### config.mk
export PLATFORM = sky130hd
export DESIGN_NAME = fsm_phase_scan
export DESIGN_NICKNAME = d
export VERILOG_FILES = /design/src/rtl/fsm_phase_scan.sv
export SDC_FILE = /design/constraint.sdc
export NUM_CORES = 1
export LEC_CHECK = 0
export CAP_MARGIN = 30
export CORE_MARGIN = 4
export CORE_UTILIZATION = 40
export CTS_CLUSTER_SIZE = 16
export DETAILED_ROUTE_END_ITERATION = 10
export HOLD_SLACK_MARGIN = 0.08
export PLACE_DENSITY_LB_ADDON = 0.08
export SLEW_MARGIN = 25
export SYNTH_ARGS = -nofsm -noshare
export SYNTH_HDL_FRONTEND = slang
export SYNTH_SLANG_ARGS = --single-unit
### constraint.sdc
create_clock -name clock -period 17.1 [get_ports clock]
set_clock_uncertainty 0.2 [all_clocks]
set_input_delay 2.565 -clock clock [delete_from_list [all_inputs] [get_ports clock]]
set_output_delay 2.565 -clock clock [all_outputs]
set_load 0.02 [all_outputs]
### src/rtl/fsm_phase_scan.sv
// fsm_phase_scan: multi-channel trigger-delay sweep across frame-grabber frames, gated by detector readiness
`timescale 1ns/1ps
module fsm_phase_scan #(
  parameter int CHANNELS        = 4,
  parameter int DELAY_WIDTH     = 16,
  parameter int OFFSET_WIDTH    = 8,
  parameter int STEP_WIDTH      = 8,
  parameter int FRAMES_PER_STEP = 4,
  parameter int SYNC_STAGES     = 2
) (
  input  logic                             clock,
  input  logic                             reset_signal,
  input  logic                             start_signal,
  input  logic                             abort_signal,
  input  logic                             fg_signal,
  input  logic                             phase_signal,
  input  logic                             detector_ready,
  input  logic [DELAY_WIDTH-1:0]           delay_start,
  input  logic [DELAY_WIDTH-1:0]           delay_step,
  input  logic [STEP_WIDTH-1:0]            step_count,
  input  logic [CHANNELS-1:0]              channel_mask,
  input  logic [CHANNELS*OFFSET_WIDTH-1:0] channel_offset,
  output logic [CHANNELS-1:0]              output_trigger,
  output logic [7:0]                       scenario_state,
  output logic [STEP_WIDTH-1:0]            counter_out,
  output logic [DELAY_WIDTH-1:0]           current_delay,
  output logic [15:0]                      missed_count,
  output logic                             done
);
  localparam int FW = $clog2(FRAMES_PER_STEP + 1);
  localparam int TW = DELAY_WIDTH + 1;
  typedef enum logic [2:0] {IDLE, WAIT_FG, WAIT_PHASE, DELAY, NEXT, DONE} state_e;
  state_e state_q, state_d;
  logic [SYNC_STAGES-1:0] fg_sync_q, ph_sync_q, rdy_sync_q;
  logic fg_prev_q, ph_prev_q, start_prev_q;
  logic [DELAY_WIDTH-1:0] cur_delay_q, cur_delay_d, step_dly_q, step_dly_d;
  logic [STEP_WIDTH-1:0] step_idx_q, step_idx_d, step_cnt_q, step_cnt_d;
  logic [CHANNELS-1:0] mask_q, mask_d, trig_q, trig_d;
  logic [CHANNELS*OFFSET_WIDTH-1:0] off_q, off_d;
  logic [FW-1:0] frame_q, frame_d;
  logic [15:0] missed_q, missed_d;
  logic [TW-1:0] cnt_q, cnt_d, max_tgt, dly_sum;
  logic [TW-1:0] tgt [CHANNELS];
  logic fg_rise, ph_rise, start_rise, rdy;
  assign fg_rise    = fg_sync_q[SYNC_STAGES-1] & ~fg_prev_q;
  assign ph_rise    = ph_sync_q[SYNC_STAGES-1] & ~ph_prev_q;
  assign rdy        = rdy_sync_q[SYNC_STAGES-1];
  assign start_rise = start_signal & ~start_prev_q;
  assign dly_sum    = {1'b0, cur_delay_q} + {1'b0, step_dly_q};
  // synchronize asynchronous inputs and keep previous values for edge detection
  always_ff @(posedge clock or negedge reset_signal)
    if (!reset_signal) begin
      fg_sync_q    <= '0;
      ph_sync_q    <= '0;
      rdy_sync_q   <= '0;
      fg_prev_q    <= 1'b0;
      ph_prev_q    <= 1'b0;
      start_prev_q <= 1'b0;
    end else begin
      fg_sync_q    <= {fg_sync_q[SYNC_STAGES-2:0], fg_signal};
      ph_sync_q    <= {ph_sync_q[SYNC_STAGES-2:0], phase_signal};
      rdy_sync_q   <= {rdy_sync_q[SYNC_STAGES-2:0], detector_ready};
      fg_prev_q    <= fg_sync_q[SYNC_STAGES-1];
      ph_prev_q    <= ph_sync_q[SYNC_STAGES-1];
      start_prev_q <= start_signal;
    end
  // per-channel firing counts (one bit wider than the delay, never wraps) and the latest enabled one
  always_comb begin
    max_tgt = {1'b0, cur_delay_q};
    for (int i = 0; i < CHANNELS; i++) begin
      tgt[i] = {1'b0, cur_delay_q} + TW'(off_q[i*OFFSET_WIDTH +: OFFSET_WIDTH]);
      if (mask_q[i] && tgt[i] > max_tgt) max_tgt = tgt[i];
    end
  end
  // next-state, counters and triggers; abort overrides every transition
  always_comb begin
    state_d     = state_q;
    cnt_d       = cnt_q;
    cur_delay_d = cur_delay_q;
    step_dly_d  = step_dly_q;
    step_idx_d  = step_idx_q;
    step_cnt_d  = step_cnt_q;
    mask_d      = mask_q;
    off_d       = off_q;
    frame_d     = frame_q;
    missed_d    = missed_q;
    trig_d      = '0;
    if (abort_signal) state_d = IDLE;
    else case (state_q)
      IDLE, DONE: if (start_rise) begin
        cur_delay_d = delay_start;
        step_dly_d  = delay_step;
        step_cnt_d  = step_count;
        mask_d      = channel_mask;
        off_d       = channel_offset;
        step_idx_d  = '0;
        frame_d     = '0;
        missed_d    = '0;
        state_d     = (step_count == '0) ? DONE : WAIT_FG;
      end
      WAIT_FG: if (fg_rise) state_d = WAIT_PHASE;
      WAIT_PHASE: if (ph_rise) begin
        cnt_d    = '0;
        missed_d = (rdy || &missed_q) ? missed_q : missed_q + 16'd1;
        state_d  = rdy ? DELAY : WAIT_FG;
      end
      DELAY: begin
        cnt_d = cnt_q + TW'(1);
        if (cnt_q == max_tgt) state_d = NEXT;
      end
      NEXT: begin
        frame_d = frame_q + FW'(1);
        if (frame_d == FW'(FRAMES_PER_STEP)) begin
          frame_d     = '0;
          step_idx_d  = step_idx_q + STEP_WIDTH'(1);
          cur_delay_d = dly_sum[DELAY_WIDTH] ? '1 : dly_sum[DELAY_WIDTH-1:0];
        end
        state_d = (step_idx_d == step_cnt_q) ? DONE : WAIT_FG;
      end
      default: state_d = IDLE;
    endcase
    for (int i = 0; i < CHANNELS; i++) trig_d[i] = (state_d == DELAY) && mask_q[i] && (cnt_d == tgt[i]);
  end
  // state, configuration and counter registers
  always_ff @(posedge clock or negedge reset_signal)
    if (!reset_signal) begin
      state_q     <= IDLE;
      cnt_q       <= '0;
      cur_delay_q <= '0;
      step_dly_q  <= '0;
      step_idx_q  <= '0;
      step_cnt_q  <= '0;
      mask_q      <= '0;
      off_q       <= '0;
      frame_q     <= '0;
      missed_q    <= '0;
      trig_q      <= '0;
    end else begin
      state_q     <= state_d;
      cnt_q       <= cnt_d;
      cur_delay_q <= cur_delay_d;
      step_dly_q  <= step_dly_d;
      step_idx_q  <= step_idx_d;
      step_cnt_q  <= step_cnt_d;
      mask_q      <= mask_d;
      off_q       <= off_d;
      frame_q     <= frame_d;
      missed_q    <= missed_d;
      trig_q      <= trig_d;
    end
  assign output_trigger = trig_q;
  assign scenario_state = {5'd0, state_q};
  assign counter_out    = step_idx_q;
  assign current_delay  = cur_delay_q;
  assign missed_count   = missed_q;
  assign done           = (state_q == DONE);
endmodule

[After elaboration in Yosys (flattened, before gate mapping)]
Index checks and enable logic that the tools add are counted.
Storage, ports and cells
  register bits: 136
  latch bits: 0
  RAM bits: 0
  memory bits (read-only): 0
  input port bits: 83
  output and inout port bits: 53
  logic and storage cells: 109
  memories kept: 0
Operators by class
  add/sub/neg operators: 9
  $mul: 0
  divide/modulo/power cells: 0
  $lt $le $gt $ge: 4
  equality and inequality tests: 17
  shift operators: 0
  muxes and demuxes: 32
  bitwise operators: 7
  reductions and logical operators: 23
Operator list (number)
  17-bit two-way mux: 6
  16-bit two-way mux: 6
  17-bit equality test: 5
  16-bit by 8-bit adder with 17-bit output: 4
  16-bit case mux with 2 select lines: 2
  17-bit greater-than comparator: 3
  17-bit case mux with 2 select lines: 1
  8-bit two-way mux: 4
  3-bit two-way mux: 9
  16-bit by 16-bit adder with 17-bit output: 1
  17-bit by 1-bit adder with 17-bit output (second input constant): 1
  17-bit by 16-bit greater-than comparator with 1-bit output: 1
  16-bit by 1-bit adder with 16-bit output (second input constant): 1
  8-bit case mux with 2 select lines: 1
  16-bit AND reduction: 1
  3-bit case mux with 5 select lines: 1
  1-bit logical AND: 12
  3-bit by 2-bit equality test with 1-bit output (second input constant): 3
  3-bit equality test (second input constant): 3
  8-bit by 1-bit adder with 8-bit output (second input constant): 1
  8-bit equality test: 1
  8-bit zero test: 1
  2-bit inequality test (second input constant): 4
  3-bit case mux with 2 select lines: 1
  12 further kinds: 19

[Depth between registers and ports, before layout]
  depth after elaboration: 20
  gate-level depth with buffers: 62
  depth with buffers taken out: 56

[Worst setup path before layout]
OpenSTA, ideal clock, no wires.
  path type: register to register
  from: register cur_delay_q[1] (netlist: current_delay[1])
  to: register trig_q[0] (netlist: output_trigger[0])
  library setup time: 131 ps
  arrival time: 11899 ps
  data required time: 16769 ps
  setup slack: 4870 ps
  stages on the path, launching flop included: 59
  path buffers: 5
  period minus slack after synthesis: 12230 ps
  cells stage by stage: dfrtp_1 -> ha_1 -> a21o_1 -> a21oi_1 -> o21bai_1 -> a21oi_1 -> nor2b_1 -> o21a_1 -> o21ai_0 -> a21oi_1 -> nand3_1 -> nor2_1 -> ha_1 -> xnor2_1 -> nand4b_1 -> or3_1 -> o31a_1 -> o21ai_1 -> [... 23 more ...] -> nor2_1 -> a21oi_1 -> ha_1 -> nor2b_1 -> o31ai_1 -> a21oi_1 -> o211ai_1 -> a21o_1 -> nand2_1 -> o22ai_1 -> mux2i_1 -> o2111ai_1 -> or4_1 -> nor4_1 -> nand4_1 -> nor4b_4 -> o32ai_1 -> nor4b_4
On the way
  word-level cells in the longest chain between the ends: 20
  elaborated cells between the ends (all ways): 24
  classes of those cells: add/sub (4); order compare (4); eq/ne (3); mux (7); reduce/logical (6)
RTL lines
  from (decl): line 36  | logic [DELAY_WIDTH-1:0] cur_delay_q, cur_delay_d, step_dly_q, step_dly_d;
  from (signal assigned): line 141  | cur_delay_q <= cur_delay_d;
  16-bit by 8-bit adder with 17-bit output: line 71  | tgt[i] = {1'b0, cur_delay_q} + TW'(off_q[i*OFFSET_WIDTH +: OFFSET_WIDTH]);
  17-bit by 16-bit greater-than comparator with 1-bit output: line 72  | if (mask_q[i] && tgt[i] > max_tgt) max_tgt = tgt[i];
  1-bit logical AND: line 72
  17-bit two-way mux: line 72
  17-bit greater-than comparator: line 72
  1-bit logical AND: line 72
  17-bit two-way mux: line 72
  17-bit greater-than comparator: line 72
  [... 5 more ...]
  17-bit equality test: line 109  | if (cnt_q == max_tgt) state_d = NEXT;
  3-bit two-way mux: line 109
  3-bit case mux with 5 select lines: line 89  | else case (state_q)
  3-bit two-way mux: line 88  | if (abort_signal) state_d = IDLE;
  3-bit by 2-bit equality test with 1-bit output: line 122  | for (int i = 0; i < CHANNELS; i++) trig_d[i] = (state_d == DELAY) && mask_q[i] && (cnt_d == tgt[i]);
  1-bit logical AND: line 122
  1-bit logical AND (*): line 122
  via trig_d[0]: line 38  | logic [CHANNELS-1:0] mask_q, mask_d, trig_q, trig_d;
  to (signal assigned): line 149  | trig_q <= trig_d;
  to (decl): line 38
Mark *: on every way through the listed nets, which the timed path passes. The rest lies on a longest branch.
A chain may end at the register's enable or synchronous reset.

[Worst setup path in the final report]
  from: register cur_delay_q[1] (netlist: current_delay[1])
  to: register trig_q[2] (netlist: output_trigger[2])
The elaborated chain is that of the path after synthesis.

==> results.cfg <==
[pwr]
power.share.switching_pct = 48.42
clock_power_share_pct = 14.2
p_switching_mw = 1.228
comb_power_share_pct = 67.1
cellInternalPower_mw = 1.308
power.static_leakage_nw = 6.292
power.total_mw = 2.536
worst_ir_drop_vdd_mv = 0.1221
share_of_power_burned_in_registers_pct = 18.6
powerDensity_nw_per_um2 = 176.9

[worst_setup_path]
cp_data_arrival_time_ns = 14.81
worst_path_largest_cell_delay_ns = 0.82
critPathMaxFanout = 19
crit_required_ns = 17.22
critical_path.slowest_cell = sky130_fd_sc_hd__or3_1
critical_path.startpoint_type = flip-flop
crit_end_category = flip-flop
critical_path_class = flip-flop to flip-flop

[clocking]
cts_inserted_buffers = 17
library_cell_used_as_clock_root_buffer = sky130_fd_sc_hd__clkbuf_16
clock_tree_from_tritoncts = built
clockBufferDepth = 2
cts_hold_buffers = 0
worst_setup_hold_path_clk_slew_ns = 0.06
post-cts-setup-buffer-count = 0
cts_repair_resize_count = 0
htree_num_levels = 4
worstSkewPairLatency_ns = 0.44
numClockSinks = 136

[synth]
synth_top_cells_by_count = 136 x sky130_fd_sc_hd__dfrtp_1, 116 x sky130_fd_sc_hd__xnor2_1, 114 x sky130_fd_sc_hd__ha_1, 101 x sky130_fd_sc_hd__nand2_1, 98 x sky130_fd_sc_hd__nor2_1
yosysTopAreaCellShare_pct = 28.04
synth_top_family_by_area = compound AO/OA/AOI/OAI gates
synth.most_common_cell = sky130_fd_sc_hd__dfrtp_1
synthSimpleGateAreaFrac_pct = 16.01
netlist_top_cells_area = sky130_fd_sc_hd__dfrtp_1 28%, sky130_fd_sc_hd__ha_1 12%, sky130_fd_sc_hd__xnor2_1 8.4%
synth_adder_area_share_pct = 12.57
dominant_register_cell_in_the_synthesized_netlist = sky130_fd_sc_hd__dfrtp_1
synthArstFlopShare_pct = 100.0
synth_sequential_area_ratio_pct = 28.04
synthesized_instance_count = 1388
syn_area_um2 = 12140
post_synth.cell_area_avg_um2 = 8.746
synthesis.yosys.warnings = 0
synth_top_cell_by_area = sky130_fd_sc_hd__dfrtp_1
yosys.area_share.xor_xnor_pct = 12.91
yosys_register_bits = 136
portion_of_netlist_area_occupied_by_mux_cells_pct = 8.277
count_of_flip_flops_with_a_built_in_enable_after_synthesis = 0
synth_cell_types = 74
synth-compound-area-share_pct = 17.45

[timing]
max_freq_mhz = 68.05
timing.final.crit_period_ns = 14.70
finalMaxSlewViolations = 0
worst_slew_margin_rel_pct = 34.31
setup-tns-final_ns = 0
finalHoldWorstSlack_ns = 0.1472
worst_slew_pin_slew_ns = 0.9853
number_of_hold_slack_violations_in_the_final_timing_report = 0
setup_violations = 0
timing.final.crit_share_pct = 85.94
setup_repair_after_global_routing_missed_its_margin = no

[floorplan]
floorplan.io_pins = 136
floorplan.die.width_um = 182.2
die_h_um = 182.2
placeable_area_um2 = 29800
initial_core_util_pct = 40.74
cell_row_count = 63
die-area_um2 = 33200

[routing]
routed_wire_length_per_instance_um = 20.49
first_pass_iters = 5
drt_iter0_drc = 756
detail-route-antenna-nets = 0
vias = 10720
viasPerCell = 5.655
drt-total-wl_um = 38830
drcViolationCount = 0

[finish]
insertedDiodeCount = 0
layout.cell_area.non_filler_um2 = 14330
num-nets-final = 1694
post_route_cells_drive_above_1_share_pct = 8.571
areaGrowthSynthToFinish_pct = 18.08

[placed_design]
gp_congestion = 0.9181
place.port_buffers = 130
dpl-instance-area_um2 = 13760
dp.final_hpwl_um = 30560

[global_route]
first_global_vias = 10490
grt_first_pass_wirelength_um = 60840
grt_overflow_total = 0
grt_start_max_net_pins = 85
grt_antenna_before_repair = 2
gr-usage-all-layers_pct = 23.40

[hold_path]
holdCritPathClass = flip-flop to flip-flop

[flow_run]
max_cap_violations = 0

[outcome]
outcome = finished clean
## cell type report
| type | count | area (um2) |
|---|---|---|
| tap | 390 | 488.0 |
| timing repair buffer | 140 | 1378 |
| multi-input combinational | 1115 | 8187 |
| sequential | 136 | 3403 |
| fill | 2906 | 15460 |
| clock buffer | 23 | 478.0 |
| inverter | 82 | 307.8 |
| clock inverter | 9 | 92.59 |
## layer usage
metal	part of all wire (%)	track usage (%)	up-vias	wire (um)
met2	45	36.88	299	17440
met3	5.2	3.986	68	2038
met5	0.057	0	-	22
li1	-	-	5169	-
met1	47	33.17	5176	18440
met4	2.3	6.665	4	891
## critical path, delay by kind of cell (launching register included)
family | cells | cell delay (ns)
buffers and inverters | 1 | 0.08
AO/OA/AOI/OAI | 27 | 6.17
flip-flops | 1 | 0.69
AND/OR/NAND/NOR | 17 | 4.56
adder cells (fa/ha/maj) | 5 | 1.58
XOR/XNOR | 2 | 0.53
multiplexers | 2 | 0.72
## flip-flops by register name, summed over array words and instances (netlist names)
register and cells:
cnt_q 17, counter_out 8, current_delay 16, fg_prev_q 1, fg_sync_q 2, frame_q 3, mask_q 4, missed_count 16
off_q 32, output_trigger 4, ph_prev_q 1, ph_sync_q 2, rdy_sync_q 2, start_prev_q 1, state_q 3, step_cnt_q 8
step_dly_q 16
## path summary, 6_finish.rpt
| kind | end | slack, ns | cells past startpoint | from |
|---|---|---|---|---|
| max | output_trigger[2] | 2.40 | 54 | current_delay[1] |
| min | fg_sync_q[1] | 0.15 | 0 | fg_sync_q[0] |
| max reg2reg | output_trigger[2] | 2.40 | 54 | current_delay[1] |
| min reg2reg | fg_sync_q[1] | 0.15 | 0 | fg_sync_q[0] |
| max in group asynchronous | missed_count[14] | 13.55 | 2 | reset_signal |
| min in group asynchronous | output_trigger[1] | 1.97 | 1 | reset_signal |
## layout by cell type (no fill, tap or decap), drive strengths merged, types with 22 or more instances in the layout
cell type      count
nand3             34
dfrtp            136
ha               114
xnor2            116
nand4             22
a21o              24
o21ai             84
clkdlybuf4s50    129
mux2i             25
a21oi             92
nor3              22
nor2              99
nand2            101
mux2              66
inv               82
xor2              63
clkbuf            23
## power by group through the flow
stage          clock network, mW  registers (mW)  logic [mW]
4_1_cts                    0.372           0.473        1.68
2_1_floorplan                  0           0.440        1.25
3_3_place_gp                   0           0.477        1.66
5_1_grt                    0.384           0.482        1.89
6_report                   0.361           0.472        1.70
3_5_place_dp                   0           0.479        1.66
## kinds of logic (layout without fill, tap and decap cells)
| logic type | Yosys count | count (layout) |
|---|---|---|
| other | 1 | 5 |
| xor gates and xnor gates | 179 | 179 |
| DFF | 136 | 136 |
| adders and majority gates | 119 | 119 |
| AOI/OAI and AO/OA | 333 | 333 |
| muxes | 91 | 91 |
| buffers and inverters | 141 | 254 |
| and+or+nand+nor | 388 | 388 |
## stage by stage
stage / setup WS [ns] / instances / util (%)
3_5_place_dp: 2.315 / 1862 / 46.17
6_report: 2.404 / 1895 / 48.11
4_1_cts: 2.237 / 1894 / 48.08
3_3_place_gp: 2.942 / 1862 / 46.17
2_1_floorplan: 4.870 / 1392 / -
5_1_grt: 1.226 / 1895 / 48.11
(Power assumes the default switching activity.)
